$ cat config.mk
export PLATFORM = sky130hd
export DESIGN_NAME = result_compare
export DESIGN_NICKNAME = d
export VERILOG_FILES = /design/src/rtl/result_compare_pkg.sv /design/src/rtl/result_compare_sat_counter.sv /design/src/rtl/result_compare.sv
export SDC_FILE = /design/constraint.sdc
export NUM_CORES = 1
export LEC_CHECK = 0
export CAP_MARGIN = 20
export CORE_MARGIN = 1.5
export CORE_UTILIZATION = 25
export DETAILED_ROUTE_END_ITERATION = 8
export GPL_ROUTABILITY_DRIVEN = 0
export GPL_TIMING_DRIVEN = 0
export PLACE_DENSITY = 0.52
export SLEW_MARGIN = 20
export SYNTH_ARGS = -nofsm -noshare
export SYNTH_HDL_FRONTEND = slang
export SYNTH_HIERARCHICAL = 1
export SYNTH_SLANG_ARGS = --single-unit
$ cat constraint.sdc
create_clock -name clock -period 6.2 [get_ports clock]
set_clock_uncertainty 0.05 [all_clocks]
set_input_delay 1.24 -clock clock [delete_from_list [all_inputs] [get_ports clock]]
set_output_delay 1.24 -clock clock [all_outputs]
set_load 0.02 [all_outputs]
$ cat src/rtl/result_compare_pkg.sv
// Shared types and constants for the result comparator.
//   cmp_state_t    : controller states
//   EOT_TAG        : tag value marking the end-of-test result word
//   RES_* / EXP_*  : bit positions of the fields inside the result and expected words
//   result_word_t  : {tag, MISO data} as popped from the result FIFO
//   expect_word_t  : {mask, expected value} as popped from the expected FIFO
//   vec_mismatch() : masked compare of one result/expected pair
package result_compare_pkg;

    typedef enum logic [2:0] {
        IDLE,
        WAIT,
        POP,
        CMP,
        DONE
    } cmp_state_t;

    localparam logic [5:0] EOT_TAG = 6'h3F;

    // Result word: [29:24] tag, [23:0] data
    localparam int unsigned RES_DATA_LSB = 0;
    localparam int unsigned RES_DATA_MSB = 23;
    localparam int unsigned RES_TAG_LSB  = 24;
    localparam int unsigned RES_TAG_MSB  = 29;

    // Expected word: [47:24] mask, [23:0] expected value
    localparam int unsigned EXP_VAL_LSB  = 0;
    localparam int unsigned EXP_VAL_MSB  = 23;
    localparam int unsigned EXP_MASK_LSB = 24;
    localparam int unsigned EXP_MASK_MSB = 47;

    typedef struct packed {
        logic [RES_TAG_MSB-RES_TAG_LSB:0]   tag;
        logic [RES_DATA_MSB-RES_DATA_LSB:0] data;
    } result_word_t;

    typedef struct packed {
        logic [EXP_MASK_MSB-EXP_MASK_LSB:0] mask;
        logic [EXP_VAL_MSB-EXP_VAL_LSB:0]   value;
    } expect_word_t;

    // Only bits with mask=1 take part; an all-zero mask always matches.
    function automatic logic vec_mismatch(input result_word_t r, input expect_word_t e);
        return |((r.data ^ e.value) & e.mask);
    endfunction

endpackage

$ cat src/rtl/result_compare_sat_counter.sv
// Saturating up-counter.
//   clock  : rising-edge clock
//   reset  : synchronous active-high reset, count -> 0
//   clear  : synchronous clear, count -> 0
//   inc    : increment by one unless already all-ones
//   count  : current value
module sat_counter #(
    parameter int unsigned WIDTH = 16
) (
    input  logic             clock,
    input  logic             reset,
    input  logic             clear,
    input  logic             inc,
    output logic [WIDTH-1:0] count
);

    logic [WIDTH-1:0] count_q;

    always_ff @(posedge clock) begin
        if (reset || clear) begin
            count_q <= '0;
        end else if (inc && (count_q != {WIDTH{1'b1}})) begin
            count_q <= count_q + {{(WIDTH-1){1'b0}}, 1'b1};
        end
    end

    assign count = count_q;

endmodule

$ cat src/rtl/result_compare.sv
// Pairs result words with expected words from two normal-mode FIFOs, performs a masked
// compare per vector, keeps vector/error counts and the index of the first failing vector,
// and reports pass/fail once the end-of-test word (tag 6'h3F) is consumed.
//
// Optional build macro RESULT_COMPARE_STOP_ON_FAIL_EN: when defined, the first mismatch ends
// the run (done=1, pass=0) and no further words are popped.
//
// Ports:
//   clock, reset          : rising-edge clock, synchronous active-high reset
//   enable                : starts a run (sampled in IDLE only)
//   rfifo_dataq/rdreq/rdempty : result FIFO read side, word = {tag, data}
//   efifo_dataq/rdreq/rdempty : expected FIFO read side, word = {mask, expected}
//   vec_count, err_count  : vectors compared / mismatching vectors (saturating)
//   first_err_idx/valid   : 0-based index of the first mismatching vector
//   busy, done, pass      : run in progress / EOT processed / no mismatches seen
module result_compare
    import result_compare_pkg::*;
#(
    parameter int unsigned DATA_WIDTH = 24,
    parameter int unsigned TAG_WIDTH  = 6,
    parameter int unsigned CNT_WIDTH  = 16
) (
    input  logic                          clock,
    input  logic                          reset,
    input  logic                          enable,
    input  logic [TAG_WIDTH+DATA_WIDTH-1:0] rfifo_dataq,
    output logic                          rfifo_rdreq,
    input  logic                          rfifo_rdempty,
    input  logic [2*DATA_WIDTH-1:0]       efifo_dataq,
    output logic                          efifo_rdreq,
    input  logic                          efifo_rdempty,
    output logic [CNT_WIDTH-1:0]          vec_count,
    output logic [CNT_WIDTH-1:0]          err_count,
    output logic [CNT_WIDTH-1:0]          first_err_idx,
    output logic                          first_err_valid,
    output logic                          busy,
    output logic                          done,
    output logic                          pass
);

    cmp_state_t state_q, state_d;

    result_word_t rword;
    expect_word_t eword;
    logic         mismatch;

    logic clear;
    logic vec_inc;
    logic err_inc;
    logic finish;
    logic pass_d;

    logic                 done_q;
    logic                 pass_q;
    logic                 first_err_valid_q;
    logic [CNT_WIDTH-1:0] first_err_idx_q;

    assign rword    = result_word_t'(rfifo_dataq);
    assign eword    = expect_word_t'(efifo_dataq);
    assign mismatch = vec_mismatch(rword, eword);

    always_ff @(posedge clock) begin
        if (reset) begin
            state_q <= IDLE;
        end else begin
            state_q <= state_d;
        end
    end

    always_comb begin
        state_d = state_q;
        clear   = 1'b0;
        vec_inc = 1'b0;
        err_inc = 1'b0;
        finish  = 1'b0;
        unique case (state_q)
            IDLE: begin
                if (enable) begin
                    clear   = 1'b1;
                    state_d = WAIT;
                end
            end
            WAIT: begin
                // Both words must be available so the two pops never split.
                if (!rfifo_rdempty && !efifo_rdempty) begin
                    state_d = POP;
                end
            end
            POP: begin
                state_d = CMP;
            end
            CMP: begin
                if (rword.tag == EOT_TAG) begin
                    // The paired expected word is a dummy and is simply dropped.
                    finish  = 1'b1;
                    state_d = DONE;
                end else begin
                    vec_inc = 1'b1;
                    state_d = WAIT;
                    if (mismatch) begin
                        err_inc = 1'b1;
`ifdef RESULT_COMPARE_STOP_ON_FAIL_EN
                        finish  = 1'b1;
                        state_d = DONE;
`endif
                    end
                end
            end
            DONE: begin
                if (!enable) begin
                    state_d = IDLE;
                end
            end
            default: begin
                state_d = IDLE;
            end
        endcase
    end

    // A run ending on a mismatch (stop-on-fail) fails even though err_count has not updated yet.
    assign pass_d = (err_count == '0) && !err_inc;

    always_ff @(posedge clock) begin
        if (reset || clear) begin
            done_q            <= 1'b0;
            pass_q            <= 1'b0;
            first_err_valid_q <= 1'b0;
            first_err_idx_q   <= '0;
        end else begin
            if (finish) begin
                done_q <= 1'b1;
                pass_q <= pass_d;
            end
            if (err_inc && !first_err_valid_q) begin
                first_err_idx_q   <= vec_count;
                first_err_valid_q <= 1'b1;
            end
        end
    end

    sat_counter #(
        .WIDTH (CNT_WIDTH)
    ) u_vec_cnt (
        .clock (clock),
        .reset (reset),
        .clear (clear),
        .inc   (vec_inc),
        .count (vec_count)
    );

    sat_counter #(
        .WIDTH (CNT_WIDTH)
    ) u_err_cnt (
        .clock (clock),
        .reset (reset),
        .clear (clear),
        .inc   (err_inc),
        .count (err_count)
    );

    assign rfifo_rdreq     = (state_q == POP);
    assign efifo_rdreq     = (state_q == POP);
    assign busy            = (state_q == WAIT) || (state_q == POP) || (state_q == CMP);
    assign done            = done_q;
    assign pass            = pass_q;
    assign first_err_valid = first_err_valid_q;
    assign first_err_idx   = first_err_idx_q;

endmodule

== Word level (Yosys, flattened, before mapping) ==
Index checks and enable logic that the tools add are counted.

* Input port bits: 83
* Output and inout bits: 54
* Logic and storage cells: 51
* Bits in registers: 54

* Add/sub/neg operators: 2
* Muxes and demuxes: 14
* Equality and inequality tests: 10
* Bitwise operators: 2
* Reduce and logical (&&, ||, !) cells: 16

{| class="wikitable"
|+ Operators with widths
! kind !! count
|-
| $add 16x1->16 const B || 2
|-
| $ne 16x16->1 const B || 2
|-
| $and 24x24->24 || 1
|-
| $reduce_or 24->1 || 1
|-
| $xor 24x24->24 || 1
|-
| $logic_not 16->1 || 1
|-
| $pmux 3 s5 || 1
|-
| $mux 3 || 4
|-
| $mux 1 || 9
|-
| $eq 3x2->1 const B || 2
|-
| $eq 6x6->1 const B || 1
|-
| $ne 2x2->1 const B || 3
|-
| $logic_and 1x1->1 || 5
|-
| $logic_not 1->1 || 4
|-
| $eq 3x1->1 const B || 1
|-
| $eq 3x3->1 const B || 1
|-
| $logic_not 3->1 || 1
|-
| $logic_or 1x1->1 || 3
|-
| $reduce_and 3->1 || 1
|}

== Longest topological paths before layout ==
* Depth in word-level cells: 8
* Depth in mapped cells: 9
* Gate-level depth less buffers: 9

== By module ==
Netlist, hierarchy kept.

{| class="wikitable"
|+ Modules (own cells, without submodules)
! module !! times used !! seq. area each (µm²) !! cells an instance !! area each (µm²)
|-
| sat_counter || 2 || 320.3 || 95 || 847.1
|-
| result_compare || 1 || 440.4 || 151 || 1340.0
|}

== Worst setup path before layout ==
Ideal clock, no wire load.

* Path type: input port to flip-flop
* Start point: in rfifo_dataq[6]
* End point: reg u_err_cnt.count_q[14], in the netlist u_err_cnt/count[14]
* Data arrival time: 2.765 ns
* Path buffers: 0
* Stages: 9
* Setup slack: 3.315 ns
* Data required time: 6.080 ns
* Library setup time: 0.070 ns
* Cell sequence: xor2_1 > a22oi_1 > nand4_1 > nor3_2 > and2b_2 > nand4_1 > a41o_1 > or3_1 > a21oi_1

* Longest elaborated chain between the ends: 7

{| class="wikitable"
|+ Ends and longest elaborated chain
! element !! RTL line !! source
|-
| from (decl) || result_compare.sv:26 || <nowiki>input logic [TAG_WIDTH+DATA_WIDTH-1:0] rfifo_dataq,</nowiki>
|-
| $xor 24x24->24 || result_compare_pkg.sv:44 || <nowiki>return |((r.data ^ e.value) & e.mask);</nowiki>
|-
| $and 24x24->24 || result_compare_pkg.sv:44 ||
|-
| $reduce_or 24->1 || result_compare_pkg.sv:44 ||
|-
| $mux 1 || result_compare.sv:100 || <nowiki>if (mismatch) begin</nowiki>
|-
| $mux 1 || result_compare.sv:93 || <nowiki>if (rword.tag == EOT_TAG) begin</nowiki>
|-
| $mux 1 || result_compare.sv:76 || <nowiki>unique case (state_q)</nowiki>
|-
| net err_inc || result_compare.sv:49 || <nowiki>logic err_inc;</nowiki>
|-
| $logic_and 1x1->1 || result_compare_sat_counter.sv:22 || <nowiki>end else if (inc && (count_q != {WIDTH{1'b1}})) begin</nowiki>
|-
| to (signal assigned) || result_compare_sat_counter.sv:23 || <nowiki>count_q <= count_q + {{(WIDTH-1){1'b0}}, 1'b1};</nowiki>
|-
| to (decl) || result_compare_sat_counter.sv:17 || <nowiki>logic [WIDTH-1:0] count_q;</nowiki>
|}

The timed path passes the listed nets, and every way through them passes these cells.
A chain may end at the register's enable or synchronous reset.

== Worst setup path in the final report ==
* Start point: in rfifo_dataq[3]
* End point: reg u_err_cnt.count_q[10], in the netlist u_err_cnt/count[10]

The elaborated chain is that of the path after synthesis.

==> metrics.md <==
| Metric | Value |
|---|---|
| Status | `completed` |
| Syn_nets | `426` |
| Routed WL | `9285 um` |
| DR vias/cell | `4.968` |
| Peak Freq | `294.2 MHz` |
| Worst min path class | `register to register` |
| Post-synthesis sequential area ratio | `35.63%` |
| WL/cell | `14.69 um` |
| Power per Cell Area | `165.4 mW/mm^2` |
| Fin cells | `632` |
| Crit path arrival time | `3540 ps` |
| Yosys Warn Count | `6` |
| Port bufs | `136` |
| Pre-CTS setup slack | `2519 ps` |
| DR DRC count | `0` |
| Yosys cell types | `47` |
| Diodes inserted | `0` |
| Worst path required time | `6340 ps` |
| Overall Global Routing Usage | `15.21%` |
| Rel. slew slack | `57.79%` |
| Leakage | `1.649 nW` |
| Nets | `569` |
| Area Overhead vs Synth | `56.29%` |
| CTS Hold Bufs | `0` |
| CP bufs+invs | `1` |
| CP endpoint kind | `register` |
| Number of synthesized register bits | `54` |
| Routed vias | `3140` |
| Cell mode on critical path | `nand4_1` |
| Tmin final | `3399 ps` |
| Placed insts | `624` |
| Clock Latency Late Sink | `290 ps` |
| Setup ws final | `2801 ps` |
| Gates resized, CTS repair | `0` |
| Drt pass-1 iters | `4` |
| Clock buffer depth | `2` |
| Post-CTS setup buffer count | `0` |
| Total CTS buffers | `5` |
| CP Launch Type | `input pin` |
| Synthesized area | `0.003034 sq mm` |
| Die width | `113.2 um` |
| Largest net degree at the start of global routing | `16` |
| Worst Setup Path Type | `input pin to register` |
| Post-Syn Area per Cell | `8.898 sq um` |
| CP top delay family | `compound AO/OA/AOI/OAI gates` |
| Dominant synthesized flop cell | `dfxtp_1` |
| Post-layout util | `39.81%` |
| CP Max Fanout | `6` |
| Placed inst area | `0.004579 sq mm` |
| Total power | `784.4 uW` |
| Clk slew on worst S/H paths | `70 ps` |
| Cell Rows | `40` |
| Chip height | `113.2 um` |
| Design area | `0.004742 sq mm` |
| Slowest CP cell | `clkdlybuf4s50_1` |
| Final hold violations | `0` |
| Number of global-route vias before repair | `3156` |
| Core area | `0.01191 sq mm` |
| Root buffer cell | `clkbuf_16` |
| Max-cap viol count | `0` |
| Final setup fails | `0` |
| Synth Instances | `341` |
| Hold slack | `410.6 ps` |
| Hpwl dp | `7284 um` |
| First-pass GRT wire length | `15810 um` |
| Fin. max-slew vios | `0` |
| Worst path max stage delay | `470 ps` |
| Die area | `0.01281 sq mm` |
| Final worst-path cycle share | `54.83%` |
| Total grt overflow | `0` |
| Post-synth EDFFs | `0` |
| Antenna violations before repair | `0` |
| Share of cells above drive strength 1 | `7.423%` |
| First DRT Iteration DRCs | `138` |
| Starting density of the core | `25.47%` |
| Critical Path, Cell by Cell | `clkdlybuf4s50_1 > xor2_1 > a22oi_1 > nand4_1 > nor3_2 > and2b_2 > nand4_1 > a211oi_1 > a31oi_1 > a41o_1` |
| Setup TNS | `0 ps` |
| I/O pin total | `137` |
| Ys async rst share | `0%` |
| DRT antenna net count | `0` |
| H-tree depth | `2` |
| CTS tree | `yes` |
| Peak VDD IR | `0.09336 mV` |
| CTS Sinks | `54` |
| Worst-Margin Slew | `626.2 ps` |
| Unrepaired setup endpoints after global routing | `no` |
[final cells by class]
class,count,area [sq um]
fillers,1201,7169
multi-input cells,270,1857
repair buffers,136,1361
flip-flops and latches,54,1081
well taps,147,183.9
clock buffers,7,132.6
plain buffers,14,85.08
clock inverters,1,30.03
inverters,3,11.26
[cell usage in the layout, fill, tap and decap left out, types with 3 or more instances in the layout]
master,n
a211oi_1,3
a21oi_1,18
a22oi_1,12
a31oi_1,7
a41o_1,8
and2_1,4
and4_1,9
clkbuf_1,9
clkbuf_16,5
clkdlybuf4s50_1,136
dfxtp_1,54
mux2i_1,17
nand2_1,47
nand3_1,10
nand4_1,13
nor2_1,18
nor3_1,5
nor3b_2,3
nor4_1,5
o21ai_0,11
o31ai_1,6
or3_1,10
or4_1,6
xnor2_1,3
xor2_1,28
[layer usage]
metal | wire length (um) | track usage, % | vias to the layer above
li1 | - | - | 1570
met1 | 4150 | 19.36 | 1474
met2 | 4583 | 26.38 | 86
met3 | 427 | 3.053 | 10
met4 | 123 | 3.750 | 0
met5 | 0 | 0 | -
[worst register-to-register path: stages, from the launching register on]
cell      delay (ps)
dfxtp_1          300
buf_2            180
inv_2             70
nor3b_2          170
o31a_2           300
and2b_2          300
nand4_1          190
a211oi_1         430
a31oi_1          150
a41o_1           210
[registers in the layout, summed over array words and instances (netlist names)]
| register | cells |
|---|---|
| u_vec_cnt/count | 16 |
| pass | 1 |
| first_err_valid | 1 |
| state_q | 3 |
| first_err_idx | 16 |
| done | 1 |
| u_err_cnt/count | 16 |
[logic make-up (layout without fill, tap and decap cells)]
family	after synthesis	count (layout)	synth area share [%]
DFF	54	54	35.63
xor gates and xnor gates	31	31	8.949
muxes	17	17	5.608
AOI/OAI and AO/OA	73	73	16.91
and+or+nand+nor	147	147	28.91
adders and majority gates	2	2	0.8246
buffers and inverters	17	161	3.176
[where the power goes]
part	internal (mW)	switching, mW	total [mW]
registers	0.348	0.000772	0.349
logic	0.0706	0.0476	0.118
clock network	0.191	0.126	0.317
[synthesized netlist by cell type (all sizes together) (5+ instances only)]
library cell,number,area share (%)
nor4,7,1.9
a41o,8,2.6
and4,9,2.6
a21oi,18,3.0
o31ai,6,1.5
o21ai,11,1.8
or3,10,2.1
nor3,6,1.2
dfxtp,54,36
buf,5,1.6
clkbuf,9,1.2
a22oi,12,3.0
mux2i,17,5.6
nand2,47,5.8
a31oi,7,1.4
nand3,10,1.6
xor2,28,8.1
or4,8,2.2
nor2,19,2.4
nand4,17,4.9
[worst paths after layout]
kind / start / end / slack [ps] / depth (start not counted)
hold / removal: first_err_idx[3] / first_err_idx[3] / 410 / 2
hold reg to reg: first_err_idx[3] / first_err_idx[3] / 410 / 2
setup / recovery: rfifo_dataq[3] / u_err_cnt/count[10] / 2800 / 10
setup reg to reg: state_q[1] / u_err_cnt/count[10] / 3760 / 9
Power figures use the tool's default switching activity.
